[src/rtl/pixel_window_buffer.sv]
// 3x3 sliding-window generator over a raster pixel stream using two line buffers.
// Optional macro PIXEL_WINDOW_FRAME_CNT_EN adds a 16-bit completed-frame counter output.
module pixel_window_buffer #(
    parameter int IMG_W = 8,
    parameter int IMG_H = 8,
    parameter int PIX_W = 8
) (
    input  logic                     clk,
    input  logic                     rst_n,
    input  logic                     sof,
    input  logic                     in_valid,
    input  logic [PIX_W-1:0]         in_pixel,
    output logic                     out_valid,
    output logic [9*PIX_W-1:0]       out_window,
    output logic [$clog2(IMG_H)-1:0] out_row,
    output logic [$clog2(IMG_W)-1:0] out_col,
    output logic                     frame_done
`ifdef PIXEL_WINDOW_FRAME_CNT_EN
    ,
    output logic [15:0]              frame_cnt
`endif
);

    localparam int CW = $clog2(IMG_W);
    localparam int RW = $clog2(IMG_H);
    localparam logic [CW-1:0] COL_LAST = CW'(IMG_W - 1);
    localparam logic [RW-1:0] ROW_LAST = RW'(IMG_H - 1);

    logic [CW-1:0]      r_col;
    logic [RW-1:0]      r_row;
    logic [CW-1:0]      w_col;
    logic [RW-1:0]      w_row;
    logic               w_emit;
    logic               w_last;
    logic [PIX_W-1:0]   w_top;
    logic [PIX_W-1:0]   w_mid;
    logic [9*PIX_W-1:0] w_win_next;

    logic [PIX_W-1:0]   r_lb1 [0:IMG_W-1];
    logic [PIX_W-1:0]   r_lb2 [0:IMG_W-1];
    logic [PIX_W-1:0]   r_win [0:2][0:2];

    // A qualified sof forces the current pixel to (0,0), aborting any frame in flight.
    always_comb begin
        w_col  = (sof && in_valid) ? '0 : r_col;
        w_row  = (sof && in_valid) ? '0 : r_row;
        w_top  = r_lb2[w_col];
        w_mid  = r_lb1[w_col];
        w_emit = in_valid && (w_row >= RW'(2)) && (w_col >= CW'(2));
        w_last = (w_row == ROW_LAST) && (w_col == COL_LAST);
    end

    always_comb begin
        w_win_next = '0;
        for (int r = 0; r < 3; r++) begin
            for (int c = 0; c < 2; c++) begin
                w_win_next[(3*r+c)*PIX_W +: PIX_W] = r_win[r][c+1];
            end
        end
        w_win_next[2*PIX_W +: PIX_W] = w_top;
        w_win_next[5*PIX_W +: PIX_W] = w_mid;
        w_win_next[8*PIX_W +: PIX_W] = in_pixel;
    end

    always_ff @(posedge clk or negedge rst_n) begin
        if (!rst_n) begin
            r_col      <= '0;
            r_row      <= '0;
            out_valid  <= 1'b0;
            out_window <= '0;
            out_row    <= '0;
            out_col    <= '0;
            frame_done <= 1'b0;
        end else begin
            if (in_valid) begin
                if (w_col == COL_LAST) begin
                    r_col <= '0;
                    r_row <= (w_row == ROW_LAST) ? '0 : w_row + 1'b1;
                end else begin
                    r_col <= w_col + 1'b1;
                    r_row <= w_row;
                end
            end
            out_valid  <= w_emit;
            frame_done <= w_emit && w_last;
            if (w_emit) begin
                out_window <= w_win_next;
                out_row    <= w_row;
                out_col    <= w_col;
            end
        end
    end

    // Line buffers and shift array are pure storage and are never reset.
    always_ff @(posedge clk) begin
        if (in_valid) begin
            r_lb2[w_col] <= w_mid;
            r_lb1[w_col] <= in_pixel;
            for (int r = 0; r < 3; r++) begin
                for (int c = 0; c < 3; c++) begin
                    r_win[r][c] <= w_win_next[(3*r+c)*PIX_W +: PIX_W];
                end
            end
        end
    end

`ifdef PIXEL_WINDOW_FRAME_CNT_EN
    always_ff @(posedge clk or negedge rst_n) begin
        if (!rst_n) begin
            frame_cnt <= '0;
        end else if (frame_done) begin
            frame_cnt <= frame_cnt + 16'd1;
        end
    end
`endif

endmodule

[config.mk]
export PLATFORM = sky130hd
export DESIGN_NAME = pixel_window_buffer
export DESIGN_NICKNAME = d
export VERILOG_FILES = /design/src/rtl/pixel_window_buffer.sv
export SDC_FILE = /design/constraint.sdc
export NUM_CORES = 1
export LEC_CHECK = 0
export ABC_CLOCK_PERIOD_IN_PS = 4400
export BUFFER_PORTS_ARGS = -buffer_cell sky130_fd_sc_hd__buf_4
export CAP_MARGIN = 20
export CORE_ASPECT_RATIO = 0.8
export CORE_MARGIN = 4
export CORE_UTILIZATION = 63
export DETAILED_ROUTE_END_ITERATION = 10
export PLACE_DENSITY = 0.84
export REMOVE_ABC_BUFFERS = 1
export SLEW_MARGIN = 20
export SYNTH_ARGS = -nofsm -noshare
export SYNTH_HDL_FRONTEND = slang
export SYNTH_SLANG_ARGS = --single-unit
export TNS_END_PERCENT = 50
[constraint.sdc]
create_clock -name clk -period 4.4 [get_ports clk]
set_input_delay 0.44 -clock clk [delete_from_list [all_inputs] [get_ports clk]]
set_output_delay 0.44 -clock clk [all_outputs]
set_load 0.01 [all_outputs]
==> out/metrics.cfg, run 1 <==
[yosys]
avgSynthCellArea_um2=19.5
yosysWarnings=0
netlist_area_um2=9850
synth-seq-cells=262
synth.area.mux_share=0.147
synth_top_family_by_area=multiplexers
synth_simple_gate_area_frac=0.0191
synth_compound_area_frac=0.0511
synth_top_cell_by_area=edfxtp_1
ys_async_sr_fraction=0.328
yosys_most_used_dff=edfxtp_1
netlist.area_leader.share=0.537
synthXorXnorAreaFrac=0.000889
synth_edf_count=176
ys_seq_area_frac=0.755
synth_top_cells_by_area=edfxtp_1 54%, dfrtp_1 22%, mux2_1 5.0%
synth-adder-area-share=0.00762
synth.distinct_cells=39
synthCells=504

[power]
peakVddDrop_uv=377
power.switching_mw=1.55
internal_power_mw=4.57
power_density_nw_per_um2=533
clkPwrFrac=0.324
combPwrFrac=0.153
power_mw=6.12
power_leakage_nw=4.69
seqPwrFrac=0.523
swShare=0.253

[grt]
grt_usage=0.207
antenna_found_initial=0
grt_pass1_wl_um=28600
grt.overflow.total=0
grt_pass1_vias=5079
grt_max_degree=87

[placement]
dpl-instance-area_um2=10700
dp_hpwl_um=10500
gp_congestion=0.751
port_buffers=91

[clock_network]
cts_tree=built
clkSinkCount=262
cts-resized-gates=0
cts_hold_buf=0
clk_pin_slew_ps=60
root_buffer=clkbuf_16
clockBufferDepth=3
post_cts_buffers=0
numCtsBuffers=24
h-tree-depth=1
clkLatencyLatePin_ps=500

[worst_setup_path]
reg2reg_depth=5
crit_start=r_col[0]$_DFFE_PN0P_
endpoint=out_window[58]$_DFFE_PN0P_
r2r_start=r_col[0]$_DFFE_PN0P_
r2r-end=out_window[58]$_DFFE_PN0P_
crit_type=reg2reg
crit_family=flip-flops
arrival_ps=3290
path_buf_inv=1
cp_max_fo=65
cp.depth=5
path_cells=nand2_1 -> ha_1 -> o221ai_4 -> buf_4 -> mux2_2
reg2reg_slack_ps=1500
crit_path_max_incr_delay_ps=850
end_kind=flop
slowest_stage=dfrtp_4
crit_path_start_kind=flop
required_ps=4780

[layout]
layout.nets=621
layout_commonest_cell=edfxtp_1
finalInstanceArea_um2=11500
n_antenna_cell=0
synthToLayoutAreaGrowth_pct=16.7
drive_above_1_share=0.357
final_cell_mix=176 x edfxtp_1, 98 x buf_4, 84 x dfrtp_1

[floorplan]
die_area_um2=17700
start_util=0.650
fp.dieH_um=120
core_um2=15200
die_w_um=148
rows=40
io_pins=92

[detailed_routing]
drtPass1Iterations=4
ant_nets=0
drcViolationCount=0
first_iter_violations=305
post_drt_wl_per_cell_um=21.6
routed_wl_um=18000
vias_per_cell=5.85
num_vias=4858

[timing]
period_needed_ps=2900
finalHoldViolations=0
hold_ws_ps=7.98
maxSlewHeadroom=0.247
fin_crit_sh=0.660
tightest_slew_ps=1130
finClkSkew_ps=5.03
setup_violations=0
fmax_mhz=344
rsz0062_at_grt=no
report.final.slew_viol_count=0

[outcome]
status=finished clean

[hold_path]
hp-class=in2async

[run]
maxCapViolations=0

==> worst min-delay path by stage <==
stage                                startpoint                         to  slack (ps)  depth (start not counted)
final                                     rst_n  out_window[6]$_DFFE_PN0P_           8                          1
after global routing                      rst_n  out_window[6]$_DFFE_PN0P_          70                          1
after CTS                           in_pixel[6]      r_lb1[0][6]$_DFFE_PP_         170                          1
after detailed placement  r_win[2][5]$_DFFE_PP_     r_win[2][13]$_DFFE_PP_         430                          0
after global placement    r_win[0][7]$_DFFE_PP_     r_win[0][15]$_DFFE_PP_         420                          0
after floorplan                           rst_n       frame_done$_DFF_PN0_         140                          0
==> power groups by stage <==
stage / combinational, mW / clock (mW) / sequential, mW
3_5_place_dp: 0.934 / 0 / 3.25
3_3_place_gp: 0.891 / 0 / 3.23
5_1_grt: 1.02 / 2.13 / 3.24
6_report: 0.935 / 1.98 / 3.20
2_1_floorplan: 0.463 / 0 / 3.26
4_1_cts: 0.946 / 2.01 / 3.21
==> cells by family (layout without fill, tap and decap cells) <==
kind of cell	after synthesis	count (layout)
buffers and inverters	30	147
AOI/OAI and AO/OA	59	59
DFF	262	262
xor gates and xnor gates	1	1
and+or+nand+nor	39	39
muxes	107	107
adders and majority gates	6	6
==> state kept, by name, summed over array words and instances (netlist names) <==
signal	flops
r_col	3
r_lb1	64
frame_done	1
r_win	48
out_window	72
out_valid	1
r_row	3
r_lb2	64
out_row	3
out_col	3
==> cells in the mapped netlist (all sizes together) (6+ instances only) <==
master,instances
nor3,6
ha,6
a221oi,15
edfxtp,176
nor2,7
buf,22
dfrtp,86
o2bb2ai,15
mux2,91
nand2,14
mux4,16
o21ai,19
==> layer usage <==
layer  track usage  wire, um  vias up
li1              -         -     2164
met1         0.297      7450     2486
met2         0.335      8690      185
met3        0.0461      1600       23
met4        0.0413       228        0
met5             0         0        -
==> per-stage QoR <==
stage	utilization	TNS [ps]	cells	setup WS [ps]
floorplan	-	-8510	478	-501
global placement	0.707	0	787	1150
detailed placement	0.707	0	787	1030
CTS	0.757	0	831	1130
global route	0.758	0	831	1310
finish	0.758	0	831	1500
==> cell type report <==
cell class | instances | area, um^2
well taps | 210 | 263
repair buffers | 99 | 747
flip-flops and latches | 262 | 7440
fillers | 877 | 3670
clock buffers | 34 | 721
multi-input cells | 212 | 2260
inverters | 4 | 15.0
clock inverters | 10 | 45.0
(Power assumes the default switching activity.)
==> run 2: changes to the inputs <==
--- a/config.mk
+++ b/config.mk
@@ -5,14 +5,14 @@
 export SDC_FILE = /design/constraint.sdc
 export NUM_CORES = 1
 export LEC_CHECK = 0
-export ABC_CLOCK_PERIOD_IN_PS = 4400
+export ABC_CLOCK_PERIOD_IN_PS = 2400
 export BUFFER_PORTS_ARGS = -buffer_cell sky130_fd_sc_hd__buf_4
 export CAP_MARGIN = 20
 export CORE_ASPECT_RATIO = 0.8
 export CORE_MARGIN = 4
-export CORE_UTILIZATION = 63
+export CORE_UTILIZATION = 53
 export DETAILED_ROUTE_END_ITERATION = 10
-export PLACE_DENSITY = 0.84
+export PLACE_DENSITY = 0.75
 export REMOVE_ABC_BUFFERS = 1
 export SLEW_MARGIN = 20
 export SYNTH_ARGS = -nofsm -noshare
==> constraint.sdc (replaced) <==
create_clock -name clk -period 2.4 [get_ports clk]
set_input_delay 0.24 -clock clk [delete_from_list [all_inputs] [get_ports clk]]
set_output_delay 0.24 -clock clk [all_outputs]
set_load 0.01 [all_outputs]
==> out/metrics.cfg, run 2 (synthesized netlist as in run 1, its figures left out) <==
[worst_setup_path]
required_ps=2850  ; -1930 ps
crit_type=reg2reg
end_kind=flop
crit_path_start_kind=flop
arrival_ps=2650  ; -640 ps
reg2reg_depth=4  ; -1
cp_max_fo=15  ; -77%

[detailed_routing]
post_drt_wl_per_cell_um=19.6  ; -9.5%
first_iter_violations=306  ; +0.33%
drtPass1Iterations=5  ; +1
num_vias=4958  ; +2.1%
drcViolationCount=0  ; unchanged
ant_nets=0  ; unchanged
vias_per_cell=5.44  ; -6.9%
routed_wl_um=17800  ; -0.78%

[timing]
rsz0062_at_grt=no
fmax_mhz=455  ; +32%
hold_ws_ps=75.4  ; +67.4 ps
setup_violations=0  ; unchanged
setup_ws_ps=202  ; -1290 ps
report.final.slew_viol_count=0  ; unchanged
finClkSkew_ps=19.3  ; +14.3 ps
fin_crit_sh=0.916  ; +0.256
finalHoldViolations=0  ; unchanged
maxSlewHeadroom=0.498  ; +0.250
period_needed_ps=2200  ; -707 ps
tightest_slew_ps=754  ; -374 ps

[placement]
pre_cts_slack_ps=234  ; -795 ps
dp_hpwl_um=11600  ; +10%
dpl-instance-area_um2=11000  ; +2.7%
port_buffers=91  ; unchanged
gp_congestion=0.778  ; +3.5%
dp_cells=857  ; +8.9%

[layout]
drive_above_1_share=0.377  ; +0.0194
layout_commonest_cell=edfxtp_1
final_cell_mix=176 x edfxtp_1, 123 x buf_4, 85 x dfrtp_1
finalInstanceArea_um2=11900  ; +3.7%
reg_top3=out_window: 72 flops, r_lb1: 64 flops, r_lb2: 64 flops
regMostFlops=out_window
n_antenna_cell=0  ; unchanged
layout.nets=658  ; +6.0%
synthToLayoutAreaGrowth_pct=21.0
largest_reg_flops=72  ; unchanged
fin_cells=911  ; +9.6%

[clock_network]
cts_tree=built
clkSinkCount=262  ; unchanged
cts-resized-gates=0  ; unchanged
clkLatencyLatePin_ps=520  ; +20 ps
clk_pin_slew_ps=60  ; about the same
cts_hold_buf=9  ; +9
root_buffer=clkbuf_16
post_cts_buffers=0  ; unchanged
clockBufferDepth=3  ; unchanged
numCtsBuffers=25  ; +4.2%
h-tree-depth=1  ; unchanged

[grt]
antenna_found_initial=0  ; unchanged
grt_max_degree=46  ; -47%
grt.overflow.total=0  ; unchanged
grt_pass1_wl_um=29200  ; +1.8%
grt_pass1_vias=5227  ; +2.9%
grt_usage=0.176  ; -0.0308

[floorplan]
io_pins=92  ; unchanged
fp.dieH_um=130  ; +8.4%
start_util=0.541  ; -0.109
die_area_um2=20800  ; +18%
die_w_um=160  ; +8.5%
rows=44  ; +10%
core_um2=18200  ; +20%

[power]
power_mw=11.6  ; +89%
peakVddDrop_uv=533  ; +41%
power_density_nw_per_um2=972  ; +82%
power_leakage_nw=4.91  ; +4.6%

[hold_path]
worstHoldPathCells=3
hp-class=in2reg

[run]
maxCapViolations=0  ; unchanged

[outcome]
status=finished clean

[run 2: worst max-delay path, stage by stage, from the launching register on]
cell       delay [ps]
dfrtp_1           560
and2b_4           560
a221oi_2          120
o2bb2ai_1         630
mux2_4            270
[run 2: path summary, 6_finish.rpt]
path / slack (ps) / endpoint / start
max: 200 / out_window[44]$_DFFE_PN0P_ / r_col[2]$_DFFE_PN0P_
min reg2reg: 440 / r_win[2][13]$_DFFE_PP_ / r_win[2][5]$_DFFE_PP_
min in group asynchronous: 270 / out_window[29]$_DFFE_PN0P_ / rst_n
max reg2reg: 200 / out_window[44]$_DFFE_PN0P_ / r_col[2]$_DFFE_PN0P_
max in group asynchronous: 1470 / out_window[33]$_DFFE_PN0P_ / rst_n
min: 80 / r_col[0]$_DFFE_PN0P_ / sof
[run 2: area by class of cell]
class,instances,area [um^2]
Sequential cell,262,7440
Fill cell,1227,6300
Multi-Input combinational cell,212,2250
Timing Repair Buffer,135,1070
Clock buffer,37,753
Tap cell,253,317
Clock inverter,8,72.6
Inverter,4,15.0
[run 2: routing by layer]
layer	up-vias	wire (um)	part of all wire	GRT usage
li1	2231	-	-	-
met1	2562	7940	0.45	0.246
met2	140	8580	0.48	0.297
met3	25	977	0.055	0.0316
met4	0	329	0.018	0.0369
met5	-	0	0	0
[run 2: report_power, final]
group | switching [mW] | total (mW) | internal [mW]
sequential | 0.237 | 5.76 | 5.52
combinational | 1.07 | 1.96 | 0.894
clock | 1.58 | 3.86 | 2.28
[run 2: metrics by stage]
step           utilization  setup TNS (ps)
6_report             0.654               0
5_1_grt              0.654               0
4_1_cts              0.654               0
3_5_place_dp         0.604               0
3_3_place_gp         0.604               0
2_1_floorplan            -         -205490
